[src/rtl/native_bus_dma_if.sv]
`default_nettype none
// ============================================================================
// Module   : native_bus_dma_if
// Brief    : PicoRV32-style native memory bus between an initiator and responders.
// Revision : 1.0 - initial release
// ============================================================================
interface native_bus_dma_if;
    logic        mem_valid;
    logic [31:0] mem_addr;
    logic [31:0] mem_wdata;
    logic [3:0]  mem_wstrb;
    logic        mem_ready;
    logic [31:0] mem_rdata;

    modport master (
        output mem_valid,
        output mem_addr,
        output mem_wdata,
        output mem_wstrb,
        input  mem_ready,
        input  mem_rdata
    );

    modport slave (
        input  mem_valid,
        input  mem_addr,
        input  mem_wdata,
        input  mem_wstrb,
        output mem_ready,
        output mem_rdata
    );
endinterface
`default_nettype wire

[src/rtl/native_bus_dma.sv]
`default_nettype none
// ============================================================================
// Module   : native_bus_dma
// Brief    : Word-copy DMA initiator on the native memory bus (read/write pairs).
//            Define DMA_TIMEOUT_EN to abort a transaction stuck without mem_ready.
// Revision : 1.0 - initial release
// ============================================================================
module native_bus_dma #(
    parameter int LEN_W          = 16,
    parameter int TIMEOUT_CYCLES = 256
) (
    input  logic             clk,
    input  logic             resetn,
    input  logic             start,
    input  logic [31:0]      src_addr,
    input  logic [31:0]      dst_addr,
    input  logic [LEN_W-1:0] len,
    output logic             busy,
    output logic             done,
    output logic             err,
    native_bus_dma_if.master bus
);
    localparam logic [2:0] c_IDLE = 3'd0;
    localparam logic [2:0] c_RD   = 3'd1;
    localparam logic [2:0] c_RGAP = 3'd2;
    localparam logic [2:0] c_WR   = 3'd3;
    localparam logic [2:0] c_WGAP = 3'd4;
    localparam logic [2:0] c_FIN  = 3'd5;

    logic [2:0]       r_state;
    logic [2:0]       w_next;
    logic [LEN_W-1:0] r_cnt;
    logic [31:0]      r_src;
    logic [31:0]      r_dst;
    logic [31:0]      r_buf;
    logic             w_in_txn;
    logic             w_timeout;

    assign w_in_txn = (r_state == c_RD) || (r_state == c_WR);

`ifdef DMA_TIMEOUT_EN
    localparam int c_TMO_W = $clog2(TIMEOUT_CYCLES + 1);

    logic [c_TMO_W-1:0] r_tmo_cnt;
    logic               r_err;

    // Fires on the last allowed waiting cycle so mem_valid is high for exactly TIMEOUT_CYCLES.
    assign w_timeout = w_in_txn && !bus.mem_ready &&
                       (r_tmo_cnt == c_TMO_W'(TIMEOUT_CYCLES - 1));

    always_ff @(posedge clk) begin
        if (!resetn || !w_in_txn || bus.mem_ready) begin
            r_tmo_cnt <= '0;
        end else begin
            r_tmo_cnt <= r_tmo_cnt + c_TMO_W'(1);
        end

        if (!resetn) begin
            r_err <= 1'b0;
        end else if (r_state == c_IDLE && start) begin
            r_err <= 1'b0;
        end else if (w_timeout) begin
            r_err <= 1'b1;
        end
    end

    assign err = r_err;
`else
    assign w_timeout = 1'b0;
    assign err       = 1'b0;
`endif

    always_ff @(posedge clk) begin
        if (!resetn) begin
            r_state <= c_IDLE;
        end else begin
            r_state <= w_next;
        end
    end

    always_comb begin
        w_next = r_state;
        case (r_state)
            c_IDLE: if (start) w_next = (len == '0) ? c_FIN : c_RD;
            c_RD: begin
                if (w_timeout)          w_next = c_FIN;
                else if (bus.mem_ready) w_next = c_RGAP;
            end
            c_RGAP: w_next = c_WR;
            c_WR: begin
                if (w_timeout)          w_next = c_FIN;
                else if (bus.mem_ready) w_next = c_WGAP;
            end
            c_WGAP: w_next = (r_cnt == '0) ? c_FIN : c_RD;
            c_FIN:  w_next = c_IDLE;
            default: w_next = c_IDLE;
        endcase
    end

    always_ff @(posedge clk) begin
        if (!resetn) begin
            r_src <= '0;
            r_dst <= '0;
            r_buf <= '0;
            r_cnt <= '0;
        end else begin
            case (r_state)
                c_IDLE: begin
                    if (start) begin
                        r_src <= {src_addr[31:2], 2'b00};
                        r_dst <= {dst_addr[31:2], 2'b00};
                        r_cnt <= len;
                    end
                end
                c_RD: if (bus.mem_ready) r_buf <= bus.mem_rdata;
                c_WR: begin
                    // Pointers advance only after the write completes, keeping mem_addr stable while valid.
                    if (bus.mem_ready) begin
                        r_src <= r_src + 32'd4;
                        r_dst <= r_dst + 32'd4;
                        r_cnt <= r_cnt - LEN_W'(1);
                    end
                end
                default: ;
            endcase
        end
    end

    assign busy          = (r_state != c_IDLE);
    assign done          = (r_state == c_FIN);
    assign bus.mem_valid = w_in_txn;
    assign bus.mem_addr  = (r_state == c_WR) ? r_dst : r_src;
    assign bus.mem_wdata = r_buf;
    assign bus.mem_wstrb = (r_state == c_WR) ? 4'hF : 4'h0;
endmodule
`default_nettype wire
[src/flat_wrapper.sv]
// flat-port wrapper written by rule: the top's interface ports become plain ports
module native_bus_dma_flat 
#(
    parameter int LEN_W          = 16,
    parameter int TIMEOUT_CYCLES = 256
)
  (clk, resetn, start, src_addr, dst_addr, len, busy, done, err, bus_mem_valid, bus_mem_addr, bus_mem_wdata, bus_mem_wstrb, bus_mem_ready, bus_mem_rdata);
  native_bus_dma_if bus_i ();
  input  logic clk;
  input  logic resetn;
  input  logic start;
  input  logic [31:0] src_addr;
  input  logic [31:0] dst_addr;
  input  logic [LEN_W-1:0] len;
  output logic busy;
  output logic done;
  output logic err;
  output wire logic [$bits(bus_i.mem_valid)-1:0] bus_mem_valid;
  output wire logic [$bits(bus_i.mem_addr)-1:0] bus_mem_addr;
  output wire logic [$bits(bus_i.mem_wdata)-1:0] bus_mem_wdata;
  output wire logic [$bits(bus_i.mem_wstrb)-1:0] bus_mem_wstrb;
  input wire logic [$bits(bus_i.mem_ready)-1:0] bus_mem_ready;
  input wire logic [$bits(bus_i.mem_rdata)-1:0] bus_mem_rdata;
  assign bus_mem_valid = bus_i.mem_valid;
  assign bus_mem_addr = bus_i.mem_addr;
  assign bus_mem_wdata = bus_i.mem_wdata;
  assign bus_mem_wstrb = bus_i.mem_wstrb;
  assign bus_i.mem_ready = bus_mem_ready;
  assign bus_i.mem_rdata = bus_mem_rdata;
  native_bus_dma #(.LEN_W(LEN_W), .TIMEOUT_CYCLES(TIMEOUT_CYCLES)) u_core (.clk(clk), .resetn(resetn), .start(start), .src_addr(src_addr), .dst_addr(dst_addr), .len(len), .busy(busy), .done(done), .err(err), .bus(bus_i));
endmodule
[config.mk]
export PLATFORM = sky130hd
export DESIGN_NAME = native_bus_dma_flat
export DESIGN_NICKNAME = d
export VERILOG_FILES = /design/src/rtl/native_bus_dma_if.sv /design/src/rtl/native_bus_dma.sv /design/src/flat_wrapper.sv
export SDC_FILE = /design/constraint.sdc
export NUM_CORES = 1
export LEC_CHECK = 0
export CAP_MARGIN = 20
export CELL_PAD_IN_SITES_DETAIL_PLACEMENT = 1
export CELL_PAD_IN_SITES_GLOBAL_PLACEMENT = 2
export CORE_ASPECT_RATIO = 1.75
export CORE_UTILIZATION = 28
export CTS_BUF_LIST = sky130_fd_sc_hd__clkbuf_16
export CTS_CLUSTER_DIAMETER = 100
export DETAILED_ROUTE_END_ITERATION = 16
export PLACE_DENSITY_LB_ADDON = 0.1
export SLEW_MARGIN = 10
export SYNTH_ARGS = -nofsm -noshare
export SYNTH_HDL_FRONTEND = slang
export SYNTH_SLANG_ARGS = --single-unit
[constraint.sdc]
create_clock -name clk -period 3.7 [get_ports clk]
set_clock_uncertainty 0.1 [all_clocks]
set_input_delay 0.555 -clock clk [delete_from_list [all_inputs] [get_ports clk]]
set_output_delay 0.555 -clock clk [all_outputs]
set_load 0.01 [all_outputs]
# Word-level counts from Yosys, hierarchy flattened
# Index checks and enable logic that the tools add are counted.
totals:
  latchBits: 0
  ram_bits: 0
  mem_count: 0
  elab_cells: 42
  romBits: 0
  inputBits: 116
  ff_bits: 115
classes:
  bitwise: 0
  shifts: 0
  add_sub_neg: 3
  multipliers: 0
  eq_ne: 8
  n_div: 0
  n_lt_le_gt_ge: 0
  n_reduce_logical: 9
  muxes: 17
ops:
  columns: ["operator", "n"]
  rows:
  - ["32-bit 2-to-1 mux", 5]
  - ["32-bit one-hot mux with 2 select lines", 2]
  - ["32-bit by 3-bit adder with 32-bit output (second input constant)", 2]
  - ["16-bit zero test", 2]
  - ["16-bit 2-to-1 mux", 2]
  - ["16-bit one-hot mux with 2 select lines", 1]
  - ["16-bit by 1-bit subtractor with 16-bit output (second input constant)", 1]
  - ["3-bit 2-to-1 mux", 5]
  - ["3-bit one-hot mux with 5 select lines", 1]
  - ["3-bit by 2-bit equality test with 1-bit output (second input constant)", 2]
  - ["3-bit equality test (second input constant)", 2]
  - ["2-bit inequality test (second input constant)", 3]
  - ["3-bit AND reduction", 2]
  - ["4-bit 2-to-1 mux", 1]
  - ["3-bit by 1-bit equality test with 1-bit output (second input constant)", 1]
  - ["3-bit zero test", 1]
  - ["3-bit nonzero test", 1]
  - ["2-bit AND reduction", 1]
  - ["2-bit nonzero test", 1]
  - ["1-bit logical OR", 1]

# Depth between registers and ports, before layout
# Gate-level depths: netlist of the first run.
depth:
  depth_word: 4
  depth_mapped: 9
  ltp_nobuf: 7

# Worst setup path after synthesis of the first run
# Ideal clock, no wire load.
synth_timing:
  path_type: "flip-flop to output port"
  startpoint: "reg u_core.r_state[1]"
  endpoint: "out bus_mem_addr[20]"
  arrival_time_ns: 1.895
  path_stages_with_launch: 9
  required_time_ns: 3.045
  slack_ns: 1.150
  cell_sequence: "dfxtp_1 > clkbuf_1 > nand3b_1 > clkinv_1 > buf_2 > clkbuf_1 > clkbuf_1 > nand2_1 > nand2_1"
synth_between:
  elab_chain_cells: 2
synth_rtl:
  columns: ["item", "line", "source"]
  rows:
  - ["start, declared", "native_bus_dma.sv:30", "logic [2:0] r_state;"]
  - ["start signal, assigned", "native_bus_dma.sv:75", "r_state <= c_IDLE;"]
  - ["start signal, assigned", "native_bus_dma.sv:77", "r_state <= w_next;"]
  - ["3-bit by 2-bit equality test with 1-bit output", "native_bus_dma.sv:132", "assign bus.mem_addr = (r_state == c_WR) ? r_dst : r_src;"]
  - ["32-bit 2-to-1 mux", "native_bus_dma.sv:132", null]
  - ["end, declared", "flat_wrapper.sv:19", "output wire logic [$bits(bus_i.mem_addr)-1:0] bus_mem_addr;"]
# Every way passes these cells.

# Final worst setup path of the first run
layout_timing:
  startpoint: "reg u_core.r_state[2]"
  endpoint: "out bus_mem_addr[13]"
# The elaborated chain is that of the path after synthesis.

==> summary.md, run 1 <==
| Metric | Value |
|---|---|
| YS warnings | 0 |
| Synth Flop Type | dfxtp_1 |
| CP Class | reg -> out |
| DIE WIDTH | 117 µm |
| DR pass1 iterations | 5 |
| Register area share after synthesis | 34.4% |
| Pwr dens | 367 nW/µm² |
| # H-tree levels | 3 |
| Top Usage Layer GRT | met2 |
| Fillers | 2881 |
| Post-route cell area | 8830 µm² |
| Register bit total from synthesis | 111 |
| Vias | 7357 |
| Placeable Area | 22700 µm² |
| Initial antenna violation count | 0 |
| Hold buffers post-CTS | 0 |
| Total GRT Usage | 22.8% |
| Lkg Pwr | 3.15 nW |
| Met3 usage | 4.24% |
| Final Hold Slack | 356 ps |
| Fmax | 317 MHz |
| Post-synth top area cell | dfxtp_1 |
| Synth-to-Final Area Change | 36.6% |
| Design Power | 3.24 mW |
| Tcrit/Tclk final | 85.4% |
| Initial drt markers | 319 |
| Met1 capacity usage during global routing | 24.9% |
| Unrepaired setup endpoints after global routing | no |
| Pin count of the biggest net entering global routing | 116 |
| IO Count | 188 |
| CTS Buf Count | 9 |
| DP Area | 8540 µm² |
| Final #Nets | 1176 |
| Detailed Route WL | 26.3 mm |
| Syn Inst Count | 922 |
| Top cells by area, synth | dfxtp_1, nand2_1, a21oi_1 |
| Fin Setup TNS | 0 ps |
| Hold Path Class | reg -> reg |
| Critical path arrival | 2500 ps |
| Worst skew pair latency | 360 ps |
| Final Hold Viols | 0 |
| Worst setup SP type | flop |
| Worst endpoint required time | 3040 ps |
| Rows | 73 |
| Post-detail-place hpwl | 19.1 mm |
| Max-slew headroom | 40.9% |
| # diodes | 0 |
| Grt ovf | 0 |
| Mean Syn Cell Area | 7.01 µm² |
| Final Setup Violations | 0 |
| PortBufs | 180 |
| Final Util | 39.0% |
| Initial Util | 28.6% |
| Via-per-instance ratio | 5.40 |
| Period minus WS final | 3160 ps |
| Post-synth EDFFs | 0 |
| Synth Cell Area | 6470 µm² |
| Worst Setup End Kind | primary output |
| Most common cell in the synthesized netlist | nand2_1 |
| Fin. max-slew vios | 0 |
| Die H | 203 µm |
| Worst ir drop on vdd | 0.184 mV |
| Post-synth top area share | 34.4% |
| Post-CTS setup buffer count | 0 |
| Synth unique cells | 69 |
| Worst-path clk slew | 80 ps |
| CTS tree | done |
| # DRC | 0 |
| Vias in the first global route | 7509 |
| Die area | 23700 µm² |
| Clock root buffer | clkbuf_16 |
| Post-synth top cells | nand2_1, dfxtp_1, a21oi_1 |
| Met2 global-route usage | 42.6% |
| CTS sink cnt | 111 |
| WL/cell | 19.3 µm |
| # resized after CTS | 0 |
| Status | complete, no violations |
| Worst-Margin Slew | 878 ps |
| Gpl congestion | 0.797 |
| Fraction of registers with async set/reset | 0% |
| First-pass GRT wire length | 41.1 mm |
| Layout cell share with drive strength beyond 1 | 6.12% |
| Clock buffer depth | 2 |
| Post-DRT Antenna Nets | 0 |
| Max-cap violations | 0 |
| Crit path max fanout | 34 |
[per-stage QoR]
stage,setup slack [ps],cells
after CTS,481,1362
after floorplan,1150,924
after detailed placement,765,1346
after global routing,337,1362
final,541,1362
after global placement,766,1346
[area by class of cell]
cell class | instances | area (µm²) | share of cell area (%)
Timing Repair Buffer | 206 | 2030 | 23.0
Sequential cell | 111 | 2220 | 25.2
Clock buffer | 9 | 225 | 2.55
Multi-Input combinational cell | 716 | 3870 | 43.8
Clock inverter | 7 | 65.1 | 0.737
Inverter | 13 | 48.8 | 0.552
Tap cell | 300 | 375 | 4.25
[report_power, final]
| group | internal [mW] | switching, mW |
|---|---|---|
| clock network | 0.522 | 0.492 |
| registers | 1.29 | 0.139 |
| logic | 0.386 | 0.412 |
| total | 2.20 | 1.04 |
[path summary, 6_finish.rpt]
check,startpoint,to,slack [ps],cells after the start
max,u_core.r_state[2],bus_mem_addr[13],540,6
min reg2reg,u_core.bus.mem_wdata[14],u_core.bus.mem_wdata[14],360,2
max reg2reg,u_core.r_src[3],u_core.r_src[30],900,6
min,u_core.bus.mem_wdata[14],u_core.bus.mem_wdata[14],360,2
[worst max-delay path: stages, from the launching register on]
cell and delay, ps:
dfxtp_1 430, nand3b_1 290, inv_2 400, buf_12 250, nand2_1 100, nand2_1 70
clkdlybuf4s50_1 580
[routing by layer]
layer	part of all wire (%)	routed length, µm
met2	54	14100
met5	0	0
met4	2.6	686
met3	4.7	1230
met1	39	10300
[state kept, by name, summed over array words and instances, names as in the netlist]
register	count
u_core.bus.mem_wdata	32
u_core.r_state	3
u_core.r_cnt	16
u_core.r_src	30
u_core.r_dst	30
[logic make-up after synthesis]
group	Yosys count	share of synthesized area, %
simple gates	457	33.5
compound gates	249	24.6
mux	2	0.329
fa+ha+maj	3	0.580
other cells	1	0.0580
flops	111	34.4
xor+xnor	2	0.271
buf+inv	97	6.29
[cells in the final DEF (no fill, tap or decap), types with 6 or more instances in the layout]
master,count
buf_4,23
a31oi_1,11
o22ai_1,8
a211oi_1,10
and3_1,13
nor2_1,60
dfxtp_1,111
and2_1,11
a21oi_1,85
a311oi_1,6
nor3_1,24
o21ai_0,50
nand4_1,25
clkdlybuf4s50_1,179
a22oi_1,8
inv_1,12
nor4_1,15
o211ai_1,9
nand3_1,47
or3_1,8
nand2_1,217
clkbuf_16,9
Power figures use the tool's default switching activity.
==> run 2: changes to the inputs <==
--- a/config.mk
+++ b/config.mk
@@ -10,7 +10,6 @@
 export CELL_PAD_IN_SITES_GLOBAL_PLACEMENT = 2
 export CORE_ASPECT_RATIO = 1.75
 export CORE_UTILIZATION = 28
-export CTS_BUF_LIST = sky130_fd_sc_hd__clkbuf_16
 export CTS_CLUSTER_DIAMETER = 100
 export DETAILED_ROUTE_END_ITERATION = 16
 export PLACE_DENSITY_LB_ADDON = 0.1
@@ -18,3 +17,4 @@
 export SYNTH_ARGS = -nofsm -noshare
 export SYNTH_HDL_FRONTEND = slang
 export SYNTH_SLANG_ARGS = --single-unit
+export TNS_END_PERCENT = 5
==> summary.md, run 2 (same netlist as run 1, synthesis figures left out) <==
| Metric | Value |
|---|---|
| # diodes | 0 |
| Hold Path Class | reg -> reg |
| Vias in the first global route | 7509 |
| Vias | 7363 |
| Worst skew pair latency | 360 ps |
| Max-cap violations | 0 |
| Cell mode on critical path | nand2_1 |
| Status | complete, no violations |
| Critical path arrival | 2500 ps |
| Buf/Inv on CP | 3 |
| Post-detail-place hpwl | 19.1 mm |
| IO Count | 188 |
| WL/cell | 19.3 µm |
| Worst setup SP type | flop |
| Commonest non-fill, non-tap cell in the layout | nand2_1 |
| Worst flop-to-flop path startpoint | u_core.r_src[3] |
| Worst reg-to-reg setup slack | 890 ps |
| Worst-path clk slew | 80 ps |
| Combinational power share | 24.6% |
| CP startpoint | u_core.r_state[2] |
| Fin Setup TNS | 0 ps |
| Initial drt markers | 319 |
| Clock power share | 31.3% |
| Unrepaired setup endpoints after global routing | no |
| # resized after CTS | 0 |
| Levels on crit path | 6 |
| Worst-path cell chain | nand3b_1 > inv_2 > buf_12 > nand2_1 > nand2_1 > clkdlybuf4s50_1 |
| Reg-to-Reg End | u_core.r_src[30] |
| Clock root buffer | clkbuf_16 |
| Via-per-instance ratio | 5.41 |
| Rows | 73 |
| Grt ovf | 0 |
| Commonest non-fill, non-tap cells in the layout | nand2_1, clkdlybuf4s50_1, dfxtp_1, a21oi_1, nor2_1 |
| CTS Buf Count | 9 |
| Initial Util | 28.6% |
| Clock buffer depth | 2 |
| Worst-Margin Slew | 890 ps |
| Fmax | 317 MHz |
| Initial antenna violation count | 0 |
| Worst endpoint required time | 3040 ps |
| Int Power | 2.20 mW |
| Sequential share of power | 44.1% |
| CP peak stage delay | 580 ps |
| CTS sink cnt | 111 |
| DIE WIDTH | 117 µm |
| CP endpoint | bus_mem_addr[13] |
| Period minus WS final | 3160 ps |
| Worst Setup End Kind | primary output |
| Met3 usage | 4.24% |
| Post-DRT Antenna Nets | 0 |
| Met1 capacity usage during global routing | 24.9% |
| First-pass GRT wire length | 41.1 mm |
| Slowest-stage cell, CP | clkdlybuf4s50_1 |
| Post-CTS setup buffer count | 0 |
| Gpl congestion | 0.797 |
| Hold buffers post-CTS | 0 |
| CP Class | reg -> out |
| Fin. max-slew vios | 0 |
| Die area | 23700 µm² |
| # DRC | 0 |
| # H-tree levels | 3 |
| Detailed Route WL | 26.3 mm |
| Final Setup Violations | 0 |
| Met2 global-route usage | 42.6% |
| Placeable Area | 22700 µm² |
| Worst ir drop on vdd | 0.184 mV |
| Pwr dens | 368 nW/µm² |
| CP top delay family | buffers and inverters |
| Switching pwr | 1.04 mW |
| Net switching fraction of the power | 32.1% |
| Max-slew headroom | 40.1% |
| Layout cell share with drive strength beyond 1 | 6.12% |
| Design Power | 3.25 mW |
| Lkg Pwr | 3.15 nW |
| Top Usage Layer GRT | met2 |
| Crit path max fanout | 34 |
| Synth-to-Final Area Change | 36.6% |
| DR pass1 iterations | 5 |
| Die H | 203 µm |
| Tcrit/Tclk final | 85.4% |
| R2R depth | 6 |
| Total GRT Usage | 22.8% |
| Max reg flops | 32 |
| PortBufs | 180 |
| Final Hold Viols | 0 |
| Pin count of the biggest net entering global routing | 116 |
| CTS tree | done |
| Final #Nets | 1176 |
-- run 2: area by class of cell --
class	count	area (µm²)
multi-input combinational	716	3870
inverter	13	48.8
timing repair buffer	206	2030
fill	2881	13800
tap	300	375
clock inverter	6	61.3
sequential	111	2220
clock buffer	10	229
-- run 2: worst min-delay path by stage --
| stage | from | end | slack, ps | depth (start not counted) |
|---|---|---|---|---|
| 4_1_cts | u_core.bus.mem_wdata[14] | u_core.bus.mem_wdata[14] | 360 | 2 |
| 6_report | u_core.bus.mem_wdata[14] | u_core.bus.mem_wdata[14] | 360 | 2 |
| 2_1_floorplan | u_core.r_cnt[1] | u_core.r_cnt[1] | 370 | 2 |
| 5_1_grt | u_core.bus.mem_wdata[14] | u_core.bus.mem_wdata[14] | 370 | 2 |
| 3_3_place_gp | u_core.bus.mem_wdata[21] | u_core.bus.mem_wdata[21] | 340 | 2 |
| 3_5_place_dp | u_core.bus.mem_wdata[3] | u_core.bus.mem_wdata[3] | 350 | 2 |
-- run 2: layer usage --
| metal | part of all wire (%) | routed length, µm |
|---|---|---|
| met5 | 0 | 0 |
| met4 | 2.6 | 686 |
| met3 | 4.7 | 1230 |
| met2 | 54 | 14100 |
| met1 | 39 | 10300 |
-- run 2: metrics by stage --
step	hold WS (ps)	setup WS [ps]	utilization (%)	cells	instance area (µm²)
floorplan	371	1150	-	924	6470
global placement	341	766	37.7	1346	8540
detailed placement	349	765	37.7	1346	8540
CTS	358	481	39.0	1362	8830
global route	370	337	39.0	1362	8830
finish	356	541	39.0	1362	8830
-- run 2: worst register-to-register path, cell delays in order, from the launching register on --
cell and delay [ps]:
dfxtp_1 470, ha_1 280, nand4_1 270, nor4_1 850, nand2_1 260, and3_1 250
a211o_1 220
-- run 2: power groups by stage --
stage / sequential [mW] / clock (mW) / combinational (mW)
2_1_floorplan: 1.41 / 0 / 0.429
3_3_place_gp: 1.46 / 0 / 0.802
3_5_place_dp: 1.46 / 0 / 0.807
4_1_cts: 1.43 / 1.06 / 0.811
5_1_grt: 1.45 / 1.10 / 0.883
6_report: 1.43 / 1.02 / 0.798
==> run 3: changes to the inputs <==
==> constraint.sdc (replaced) <==
create_clock -name clk -period 3.7 [get_ports clk]
set_clock_uncertainty 0.1 [all_clocks]
set_input_delay 0.555 -clock clk [delete_from_list [all_inputs] [get_ports clk]]
set_output_delay 0.555 -clock clk [all_outputs]
set_load 0.05 [all_outputs]
==> summary.md, run 3 (same netlist as run 1, synthesis figures left out) <==
| Metric | Value |
|---|---|
| Tcrit/Tclk final | 79.9% |
| Worst reg-to-reg setup slack | 870 ps |
| Max-cap violations | 0 |
| Post-CTS setup buffer count | 0 |
| Fin. max-slew vios | 0 |
| Slowest-stage cell, CP | dfxtp_1 |
| Crit path max fanout | 138 |
| Worst Setup End Kind | primary output |
| DR pass1 iterations | 4 |
| Total GRT Usage | 23.0% |
| Worst Hold Launch | u_core.bus.mem_wdata[13] |
| Commonest non-fill, non-tap cells in the layout | nand2_1, clkdlybuf4s50_1, dfxtp_1, a21oi_1, nor2_1 |
| Fmax | 338 MHz |
| Clock power share | 29.2% |
| CTS tree | done |
| Initial antenna violation count | 0 |
| Max reg flops | 32 |
| CP endpoint | bus_mem_addr[8] |
| Commonest non-fill, non-tap cell in the layout | nand2_1 |
| Detailed Route WL | 26.4 mm |
| IO Count | 188 |
| Die area | 23700 µm² |
| PortBufs | 180 |
| Vias | 7377 |
| Pwr dens | 385 nW/µm² |
| Critical path arrival | 2300 ps |
| CP peak stage delay | 580 ps |
| CP startpoint | u_core.r_state[2] |
| Unrepaired setup endpoints after global routing | no |
| Int Power | 2.29 mW |
| Hold Path Class | reg -> reg |
| # resized after CTS | 0 |
| CTS sink cnt | 111 |
| Reg-to-Reg End | u_core.r_src[30] |
| Pin count of the biggest net entering global routing | 139 |
| Worst-path cell chain | nand3b_1 > buf_12 > nand2_1 > nand2_1 > buf_12 |
| # DRC | 0 |
| Lkg Pwr | 3.30 nW |
| Clock buffer depth | 2 |
| R2R depth | 6 |
| Grt ovf | 0 |
| Period minus WS final | 2960 ps |
| First-pass GRT wire length | 41.5 mm |
| Die H | 203 µm |
| Vias in the first global route | 7690 |
| Combinational power share | 30.0% |
| Fin Setup TNS | 0 ps |
| Final #Nets | 1172 |
| Post-DRT Antenna Nets | 0 |
| Status | complete, no violations |
| Switching pwr | 1.23 mW |
| Worst skew pair latency | 370 ps |
| CP Class | reg -> out |
| Worst-path clk slew | 80 ps |
| Worst-Margin Slew | 929 ps |
| Final Hold Viols | 0 |
| Net switching fraction of the power | 35.0% |
| Sequential share of power | 40.8% |
| DIE WIDTH | 117 µm |
| Worst flop-to-flop path startpoint | u_core.r_src[2] |
| Via-per-instance ratio | 5.43 |
| Worst endpoint required time | 3040 ps |
| Initial Util | 28.6% |
| Final Hold Slack | 357 ps |
| Worst setup SP type | flop |
| CTS Buf Count | 9 |
| Rows | 73 |
| Synth-to-Final Area Change | 41.6% |
| Initial drt markers | 292 |
| # diodes | 0 |
| Layout cell share with drive strength beyond 1 | 8.88% |
| Hold buffers post-CTS | 0 |
| Fillers | 2833 |
| Gpl congestion | 0.795 |
| Clock root buffer | clkbuf_16 |
| Final Setup Violations | 0 |
| Max-slew headroom | 37.9% |
| Worst ir drop on vdd | 0.181 mV |
| Placeable Area | 22700 µm² |
| Post-detail-place hpwl | 19.2 mm |
| # H-tree levels | 3 |
| WL/cell | 19.5 µm |
run 3: through the flow:
step                power (mW)  setup WS (ps)  instance area [µm²]  utilization (%)  instances
finish                    3.53            743                 9160             40.4       1358
global route              3.70            637                 9160             40.4       1358
floorplan                 2.01            473                 6470                -        924
detailed placement        2.54            658                 8870             39.1       1342
global placement          2.53            654                 8870             39.1       1342
CTS                       3.59            725                 9160             40.4       1358
run 3: final cells by class:
type | instances | area [µm²] | share of cell area [%]
multi-input combinational | 716 | 3870 | 42.2
inverter | 13 | 48.8 | 0.533
clock inverter | 4 | 45.0 | 0.492
timing repair buffer | 202 | 2350 | 25.7
tap | 300 | 375 | 4.10
sequential | 111 | 2220 | 24.3
clock buffer | 12 | 246 | 2.69
run 3: worst min path at each step:
stage,to,slack (ps),cells past startpoint
floorplan,u_core.r_cnt[1],370,2
global placement,u_core.bus.mem_wdata[15],340,2
detailed placement,u_core.bus.mem_wdata[3],350,2
CTS,u_core.bus.mem_wdata[20],360,2
global route,u_core.bus.mem_wdata[20],380,2
finish,u_core.bus.mem_wdata[13],360,2
run 3: worst max-delay path: cells and delay by family (launching register included):
family / cells / cell delay, ps
simple gates: 3 / 640
buf+inv: 2 / 590
flops: 1 / 580
run 3: metal layers:
| metal | share of wire, % | GRT usage [%] |
|---|---|---|
| met1 | 39 | 24.9 |
| met2 | 54 | 43.3 |
| met3 | 4.0 | 4.06 |
| met4 | 2.5 | 8.23 |
| met5 | 0 | 0 |
run 3: power by group through the flow:
stage | registers [mW] | logic, mW | clock network [mW]
after global routing | 1.46 | 1.14 | 1.10
final | 1.44 | 1.06 | 1.03
after floorplan | 1.46 | 0.553 | 0
after detailed placement | 1.47 | 1.07 | 0
after CTS | 1.44 | 1.07 | 1.07
after global placement | 1.47 | 1.06 | 0
